**config.mk**
```make
export PLATFORM = sky130hd
export DESIGN_NAME = pixel_stream_writer
export DESIGN_NICKNAME = d
export VERILOG_FILES = /design/src/rtl/renderer_pkg.sv /design/src/rtl/axis_skid_buffer.sv /design/src/rtl/pixel_stream_writer.sv
export SDC_FILE = /design/constraint.sdc
export NUM_CORES = 1
export LEC_CHECK = 0
export CELL_PAD_IN_SITES_DETAIL_PLACEMENT = 2
export CELL_PAD_IN_SITES_GLOBAL_PLACEMENT = 2
export CORE_ASPECT_RATIO = 2
export CORE_UTILIZATION = 41
export DETAILED_ROUTE_END_ITERATION = 6
export GPL_TIMING_DRIVEN = 0
export PLACE_DENSITY_LB_ADDON = 0.1
export SLEW_MARGIN = 20
export SYNTH_ARGS = -nofsm -noshare
export SYNTH_HDL_FRONTEND = slang
export SYNTH_HIERARCHICAL = 1
export SYNTH_SLANG_ARGS = --single-unit
```
**constraint.sdc**
```tcl
create_clock -name aclk -period 6.8 [get_ports aclk]
set_clock_uncertainty 0.1 [all_clocks]
set_input_delay 2.04 -clock aclk [delete_from_list [all_inputs] [get_ports aclk]]
set_output_delay 2.04 -clock aclk [all_outputs]
set_load 0.1 [all_outputs]
```
**src/rtl/renderer_pkg.sv**
```systemverilog
// renderer_pkg: shared pixel types, raster defaults and the 24->12 bit colour pack
package renderer_pkg;
  localparam int DEF_START_X       = 390;
  localparam int DEF_START_Y       = 390;
  localparam int DEF_END_X         = 634;
  localparam int DEF_END_Y         = 765;
  localparam int DEF_REGION_DIVIDE = 530;
  localparam int DEF_COL_SHIFT     = 2;
  localparam int DEF_ADDR_W        = 17;
  typedef logic [23:0] rgb24_t;
  typedef logic [11:0] rgb12_t;
  typedef struct packed {
    rgb24_t      data;
    logic [10:0] h;
    logic [9:0]  v;
  } beat_t;
  function automatic rgb12_t pack_rgb12(input rgb24_t c);
    return {c[23:20], c[15:12], c[7:4]};
  endfunction
endpackage

```
**src/rtl/axis_skid_buffer.sv**
```systemverilog
// axis_skid_buffer: single-entry holding register for a beat accepted while the pipeline is held
module axis_skid_buffer #(
  parameter int W = 45
) (
  input  logic         aclk,
  input  logic         aresetn,
  input  logic         push_i,
  input  logic         pop_i,
  input  logic [W-1:0] data_i,
  output logic         full_o,
  output logic [W-1:0] data_o
);
  logic         full_q;
  logic [W-1:0] data_q;
  always_ff @(posedge aclk or negedge aresetn) begin
    if (!aresetn) begin
      full_q <= 1'b0;
      data_q <= '0;
    end else begin
      full_q <= push_i | (full_q & ~pop_i);
      if (push_i) data_q <= data_i;
    end
  end
  assign full_o = full_q;
  assign data_o = data_q;
endmodule

```
**src/rtl/pixel_stream_writer.sv**
```systemverilog
// pixel_stream_writer: AXIS pixel sink that corrects, bounds-checks and writes 12-bit pixels to the frame buffer
module pixel_stream_writer
  import renderer_pkg::*;
#(
  parameter int START_X       = DEF_START_X,
  parameter int START_Y       = DEF_START_Y,
  parameter int END_X         = DEF_END_X,
  parameter int END_Y         = DEF_END_Y,
  parameter int REGION_DIVIDE = DEF_REGION_DIVIDE,
  parameter int COL_SHIFT     = DEF_COL_SHIFT,
  parameter int ADDR_W        = DEF_ADDR_W
) (
  input  logic              aclk,
  input  logic              aresetn,
  input  logic [23:0]       pixel_axis_tdata,
  input  logic              pixel_axis_tvalid,
  output logic              pixel_axis_tready,
  input  logic [10:0]       hcount_in,
  input  logic [9:0]        vcount_in,
  input  logic              hold_in,
  output logic [ADDR_W-1:0] wr_addr,
  output logic [11:0]       wr_data,
  output logic              wr_en,
  output logic              frame_done,
  output logic [7:0]        frame_count,
  output logic [7:0]        drop_count
);
  localparam int WIDTH  = END_X - START_X;
  localparam int HEIGHT = END_Y - START_Y;
  logic              tready_q, accept, skid_full;
  beat_t             in_beat, skid_beat, s1_beat;
  logic              s1_vld_d, s1_inb_d, s1_last_d;
  logic [11:0]       x_rel_d, y_rel_d;
  logic              s1_vld_q, s1_inb_q, s1_last_q;
  logic [11:0]       x_rel_q, y_rel_q;
  rgb12_t            s1_pix_q, wr_data_q;
  logic [ADDR_W-1:0] wr_addr_q;
  logic              wr_en_q, frame_done_q;
  logic [7:0]        frame_count_q, drop_count_q;
  assign in_beat = {pixel_axis_tdata, hcount_in, vcount_in};
  assign accept  = pixel_axis_tvalid & tready_q;
  // a beat caught by the falling tready edge parks here and always drains next, ahead of new input
  axis_skid_buffer #(.W($bits(beat_t))) u_skid (
    .aclk    (aclk),
    .aresetn (aresetn),
    .push_i  (accept & hold_in),
    .pop_i   (skid_full),
    .data_i  (in_beat),
    .full_o  (skid_full),
    .data_o  (skid_beat)
  );
  always_comb begin
    s1_beat   = skid_full ? skid_beat : in_beat;
    s1_vld_d  = skid_full | (accept & ~hold_in);
    x_rel_d   = 12'(s1_beat.h) - 12'(START_X)
              - (s1_beat.v < 10'(REGION_DIVIDE) ? 12'(COL_SHIFT) : 12'd0);
    y_rel_d   = 12'(s1_beat.v) - 12'(START_Y);
    s1_inb_d  = !x_rel_d[11] && x_rel_d < 12'(WIDTH) && !y_rel_d[11] && y_rel_d < 12'(HEIGHT);
    s1_last_d = s1_beat.h == 11'(END_X - 1) && s1_beat.v == 10'(END_Y - 1);
  end
  always_ff @(posedge aclk or negedge aresetn) begin
    if (!aresetn) begin
      tready_q      <= 1'b0;
      s1_vld_q      <= 1'b0;
      s1_inb_q      <= 1'b0;
      s1_last_q     <= 1'b0;
      x_rel_q       <= '0;
      y_rel_q       <= '0;
      s1_pix_q      <= '0;
      wr_en_q       <= 1'b0;
      frame_done_q  <= 1'b0;
      wr_addr_q     <= '0;
      wr_data_q     <= '0;
      frame_count_q <= '0;
      drop_count_q  <= '0;
    end else begin
      tready_q     <= ~hold_in & ~skid_full;
      s1_vld_q     <= s1_vld_d;
      s1_inb_q     <= s1_inb_d;
      s1_last_q    <= s1_last_d;
      x_rel_q      <= x_rel_d;
      y_rel_q      <= y_rel_d;
      s1_pix_q     <= pack_rgb12(s1_beat.data);
      wr_en_q      <= s1_vld_q & s1_inb_q;
      frame_done_q <= s1_vld_q & s1_inb_q & s1_last_q;
      if (s1_vld_q & s1_inb_q) begin
        wr_addr_q <= ADDR_W'(y_rel_q) * ADDR_W'(WIDTH) + ADDR_W'(x_rel_q);
        wr_data_q <= s1_pix_q;
      end
      if (s1_vld_q & ~s1_inb_q & ~&drop_count_q) drop_count_q <= drop_count_q + 8'd1;
      if (frame_done_q) frame_count_q <= frame_count_q + 8'd1;
    end
  end
  assign pixel_axis_tready = tready_q;
  assign wr_en             = wr_en_q;
  assign wr_addr           = wr_addr_q;
  assign wr_data           = wr_data_q;
  assign frame_done        = frame_done_q;
  assign frame_count       = frame_count_q;
  assign drop_count        = drop_count_q;
endmodule
```
# ---- Word level (Yosys, flattened, before mapping)
# Index checks and enable logic that the tools add are counted.
# Widths: inputs -> output; s select.
dict set report totals {
  ff_bits 132
  out_inout_bits 48
  input_bits 49
}
dict set report op_classes {
  n_reduce_logical 8
  bitwise 12
  n_lt_le_gt_ge 3
  n_eq_ne 2
  muxes 2
  mul 1
  add_sub_neg 6
}
# cell count
set ops {}
lappend ops {{$mux 45} 1}
lappend ops {{$add 17x12->17} 1}
lappend ops {{$add 8x1->8 const B} 2}
lappend ops {{$mul 12x6->15 const B} 1}
lappend ops {{$lt 12x8->1 const B} 1}
lappend ops {{$lt 12x9->1 const B} 1}
lappend ops {{$sub 11x9->12 const B} 1}
lappend ops {{$sub 12x2->12} 1}
lappend ops {{$eq 11x10->1 const B} 1}
lappend ops {{$sub 10x9->11 const B} 1}
lappend ops {{$eq 10x10->1 const B} 1}
lappend ops {{$lt 10x10->1 const B} 1}
lappend ops {{$and 1x1->1} 8}
lappend ops {{$reduce_and 8->1} 1}
lappend ops {{$logic_and 1x1->1} 4}
lappend ops {{$logic_not 1->1} 3}
lappend ops {{$not 1->1} 3}
lappend ops {{$mux 2} 1}
lappend ops {{$or 1x1->1} 1}

# ---- Logic depth before layout (Yosys ltp)
dict set report depth {
  ltp_word 8
  mapped_depth 18
  mapped_depth_nobuf 18
}

# ---- By module
# The synthesis kept the hierarchy.
# module area_each_um2 cells_each n_inst seq_area_each_um2
set by_module_without_submodules {}
lappend by_module_without_submodules {pixel_stream_writer 5830.6 538 1 2152.1}
lappend by_module_without_submodules {axis_skid_buffer 1906.8 98 1 1151.1}

# ---- Worst setup path before layout
# Ideal clock, no wire load.
dict set report synth_path {
  path_kind {input -> register}
  start {in vcount_in[3]}
  end {reg s1_inb_q}
  cell_stages 12
  path_slack_ps 1933
  t_arrival_ps 4671
  setup_time_ps 95
  required_ps 6605
  n_path_buf 0
  path_cell_list {mux2i_1 > a31oi_1 > o41ai_1 > ha_1 > fa_1 > o21bai_1 > nor3_2 > nand2_1 > a21o_1 > mux2_4 > nor2_2 > nor4bb_4}
}
dict set report synth_via {
  elab_chain_cells 8
  elab_cells_between_ends 12
  classes_between {add/sub (2); order compare (3); mux (2); reduce/logical (5)}
}
# element line
set synth_rtl {}
lappend synth_rtl {{from (decl)} pixel_stream_writer.sv:19} ;# input logic [9:0] vcount_in,
lappend synth_rtl {{$mux 45} pixel_stream_writer.sv:53} ;# s1_beat = skid_full ? skid_beat : in_beat;
lappend synth_rtl {{$lt 10x10->1} pixel_stream_writer.sv:56} ;# - (s1_beat.v < 10'(REGION_DIVIDE) ? 12'(COL_SHIFT) : 12'd0);
lappend synth_rtl {{$mux 2} pixel_stream_writer.sv:56}
lappend synth_rtl {{$sub 12x2->12} pixel_stream_writer.sv:56}
lappend synth_rtl {{named net x_rel_d[1]} pixel_stream_writer.sv:33} ;# logic [11:0] x_rel_d, y_rel_d;
lappend synth_rtl {{$lt 12x8->1} pixel_stream_writer.sv:58} ;# s1_inb_d = !x_rel_d[11] && x_rel_d < 12'(WIDTH) && !y_rel_d[11] && y_rel_d < 12'(HEIGHT);
lappend synth_rtl {{$logic_and 1x1->1 (3 in a row)} pixel_stream_writer.sv:58}
lappend synth_rtl {{named net s1_inb_d} pixel_stream_writer.sv:32} ;# logic s1_vld_d, s1_inb_d, s1_last_d;
lappend synth_rtl {{to (signal assigned)} pixel_stream_writer.sv:79} ;# s1_inb_q <= s1_inb_d;
lappend synth_rtl {{to (decl)} pixel_stream_writer.sv:34} ;# logic s1_vld_q, s1_inb_q, s1_last_q;
# The timed path passes the listed nets, and every way through them passes these cells.
# A chain may end at the register's enable or synchronous reset.

# ---- Worst setup path in the final report
# Ends and elaborated chain as after synthesis.

==> impl_metrics.env <==
export IMPL_multi_input_area_um2=3860
export IMPL_fin_nets=841
export IMPL_grt_first_pass_wirelength_mm=31.6
export IMPL_ys_warnings_count=6
export IMPL_dieArea_um2=18300
export IMPL_dp_hpwl_mm=14.6
export IMPL_ctsHoldBuffers=0
export IMPL_io_pins=97
export IMPL_drive_above_1_share=0.175
export IMPL_route_detailed_drc=0
export IMPL_numCtsBuffers=17
export IMPL_hold_end="frame_count[7]"
export IMPL_grt_util_met2=0.465
export IMPL_drv_cap=0
export IMPL_reg2reg_from="y_rel_q[1]"
export IMPL_startpoint_type="primary input"
export IMPL_ff2ff_setup_slack_ns=1.43
export IMPL_drtIter0Drc=102
export IMPL_critPathCaptureType="flip-flop"
export IMPL_cts_resized=0
export IMPL_report_final_slew_viol_count=0
export IMPL_cts_setup_buffers=0
export IMPL_clk_pin_slew_ns=0.05
export IMPL_layout_setup_ws_ns=1.13
export IMPL_syn_to_final_growth_pct=23.1
export IMPL_cts_tree="done"
export IMPL_min_from="frame_count[7]"
export IMPL_fmax_mhz=176
export IMPL_tightest_slew_ns=1.02
export IMPL_seq_area_um2=3000
export IMPL_r2r_end="wr_addr[16]"
export IMPL_cp_top_family="compound AO/OA/AOI/OAI gates"
export IMPL_cp_max_fo=8
export IMPL_max_stage_delay_ns=0.57
export IMPL_grt_antenna_before_repair=0
export IMPL_tns_ns=0
export IMPL_root_buffer="clkbuf_16"
export IMPL_cp_slowest_cell="mux2i_1"
export IMPL_grt_pass1_vias=6072
export IMPL_ff2ff_path_depth=16
export IMPL_route_vias_total=5022
export IMPL_crit_start="vcount_in[3]"
export IMPL_start_util=0.420
export IMPL_core_um2=17300
export IMPL_cts_path_max_buffers=2
export IMPL_syn_inst=612
export IMPL_postSynthAreaPerCell_um2=11.9
export IMPL_rows=68
export IMPL_hold_viol_final=0
export IMPL_critical_path_class="in2reg"
export IMPL_synthesis_nets=737
export IMPL_setup_violations=0
export IMPL_crit_required_ns=7.01
export IMPL_cp_buffers_inverters=1
export IMPL_arrival_ns=5.88
export IMPL_rsz0062_at_grt="false"
export IMPL_min_path_type="reg2reg"
export IMPL_met3_usage=0.0352
export IMPL_use_met1=0.221
export IMPL_max_slew_margin=0.317
export IMPL_fin_crit_ns=5.67
export IMPL_hold_depth=1
export IMPL_gr_total_overflow=0
export IMPL_status="complete, no violations"
export IMPL_busiest_layer="met2"
export IMPL_ctsHtreeMaxLevel=4
export IMPL_fillers=1704
export IMPL_wirelength_mm=19.3
export IMPL_postRouteAntennaNets=0
export IMPL_synth_area_um2=7260
export IMPL_grt_max_degree=82
export IMPL_portBuffers=84
export IMPL_crit_chain="clkdlybuf4s50_1 > mux2i_1 > a31oi_1 > o41ai_1 > ha_1 > fa_1 > o21bai_1 > nor3_2 > nand2_1 > a21o_1 > mux2_4 > nor2_2 > nor4bb_4"
export IMPL_dr_pass1_iters=4
export IMPL_post_drt_wl_per_cell_um=20.6
export IMPL_num_antenna_cells=0
export IMPL_post_place_ws_ns=0.642
export IMPL_clock_sinks=120
export IMPL_vias_per_cell=5.36
export IMPL_clock_latency_ns=0.42
export IMPL_die_h_um=190
export IMPL_globalplace_congestion=0.806
export IMPL_die_width_um=96.1
export IMPL_layout_worst_path_cycle_share=0.834
export IMPL_grt_usage=0.234
## final cells by class
| cell class | instances | share of cell area |
|---|---|---|
| sequential | 120 | 0.336 |
| multi-input combinational | 411 | 0.432 |
| inverter | 68 | 0.0286 |
| clock buffer | 21 | 0.0526 |
| tap | 210 | 0.0294 |
| clock inverter | 9 | 0.00854 |
| buffer | 13 | 0.0154 |
| timing repair buffer | 85 | 0.0973 |
## stage by stage
| step | hold WS (ns) | cell area, um^2 | util | cells |
|---|---|---|---|---|
| floorplan | 0.354 | 7260 | - | 612 |
| global placement | 0.358 | 8360 | 0.484 | 906 |
| detailed placement | 0.361 | 8390 | 0.486 | 907 |
| CTS | 0.372 | 8940 | 0.517 | 937 |
| global route | 0.386 | 8940 | 0.517 | 937 |
| finish | 0.364 | 8940 | 0.517 | 937 |
## sequential cells by signal (all words and copies together) (netlist names), 8 cells and up
register	count
u_skid/data_o	33
wr_addr	17
s1_pix_q	12
wr_data	12
x_rel_q	12
y_rel_q	11
drop_count	8
frame_count	8
## worst register-to-register path: stages (launching register included)
cell       delay (ns)
dfrtp_1          0.48
inv_1            0.19
fa_1             0.55
fa_1             0.53
fa_1             0.54
inv_1            0.04
ha_1             0.24
a211oi_1         0.38
o21bai_1         0.20
a21oi_1          0.22
xnor2_1          0.11
ha_1             0.38
and2_1           0.17
o21ai_0          0.31
a2111oi_2        0.47
xnor2_1          0.23
o21ai_1          0.10
## layer usage
metal / routed length [um] / up-vias / part of all wire
li1: - / 2311 / -
met3: 376 / 40 / 0.020
met2: 11800 / 92 / 0.61
met4: 594 / 0 / 0.031
met1: 6470 / 2579 / 0.34
met5: 0 / - / 0
## worst max path at each step
stage / to / slack (ns) / cells after the start
2_1_floorplan: s1_inb_q / 1.93 / 12
3_3_place_gp: wr_data[0] / -0.98 / 1
3_5_place_dp: s1_inb_q / 0.64 / 13
4_1_cts: s1_inb_q / 1.07 / 13
5_1_grt: s1_inb_q / 0.93 / 13
6_report: s1_inb_q / 1.13 / 13
## layout by cell type, fill, tap and decap left out, types with 3 or more instances in the layout
| cell type | n |
|---|---|
| a21o_1 | 6 |
| buf_6 | 3 |
| dfrtp_1 | 120 |
| o21ai_1 | 3 |
| o21bai_1 | 5 |
| inv_1 | 67 |
| nor3_1 | 8 |
| nand2b_1 | 4 |
| clkinv_2 | 6 |
| fa_1 | 29 |
| and2_1 | 3 |
| a32oi_1 | 3 |
| nand2_1 | 32 |
| nor3b_1 | 4 |
| nor2_1 | 18 |
| clkbuf_16 | 17 |
| clkbuf_1 | 3 |
| buf_12 | 4 |
| a211oi_1 | 4 |
| mux2i_1 | 9 |
| xnor2_1 | 31 |
| nand3_1 | 10 |
| and3_1 | 5 |
| mux2_4 | 29 |
| o211ai_1 | 6 |
| clkdlybuf4s50_1 | 83 |
| mux2_2 | 44 |
| o21a_1 | 3 |
| clkbuf_8 | 3 |
| o31ai_1 | 4 |
| o21ai_0 | 27 |
| nand4_1 | 7 |
| xor2_1 | 17 |
| ha_1 | 47 |
| a21oi_1 | 16 |
Power is not shown: default switching activity piles up to over one toggle a cycle in this logic, so the estimate is an artifact.
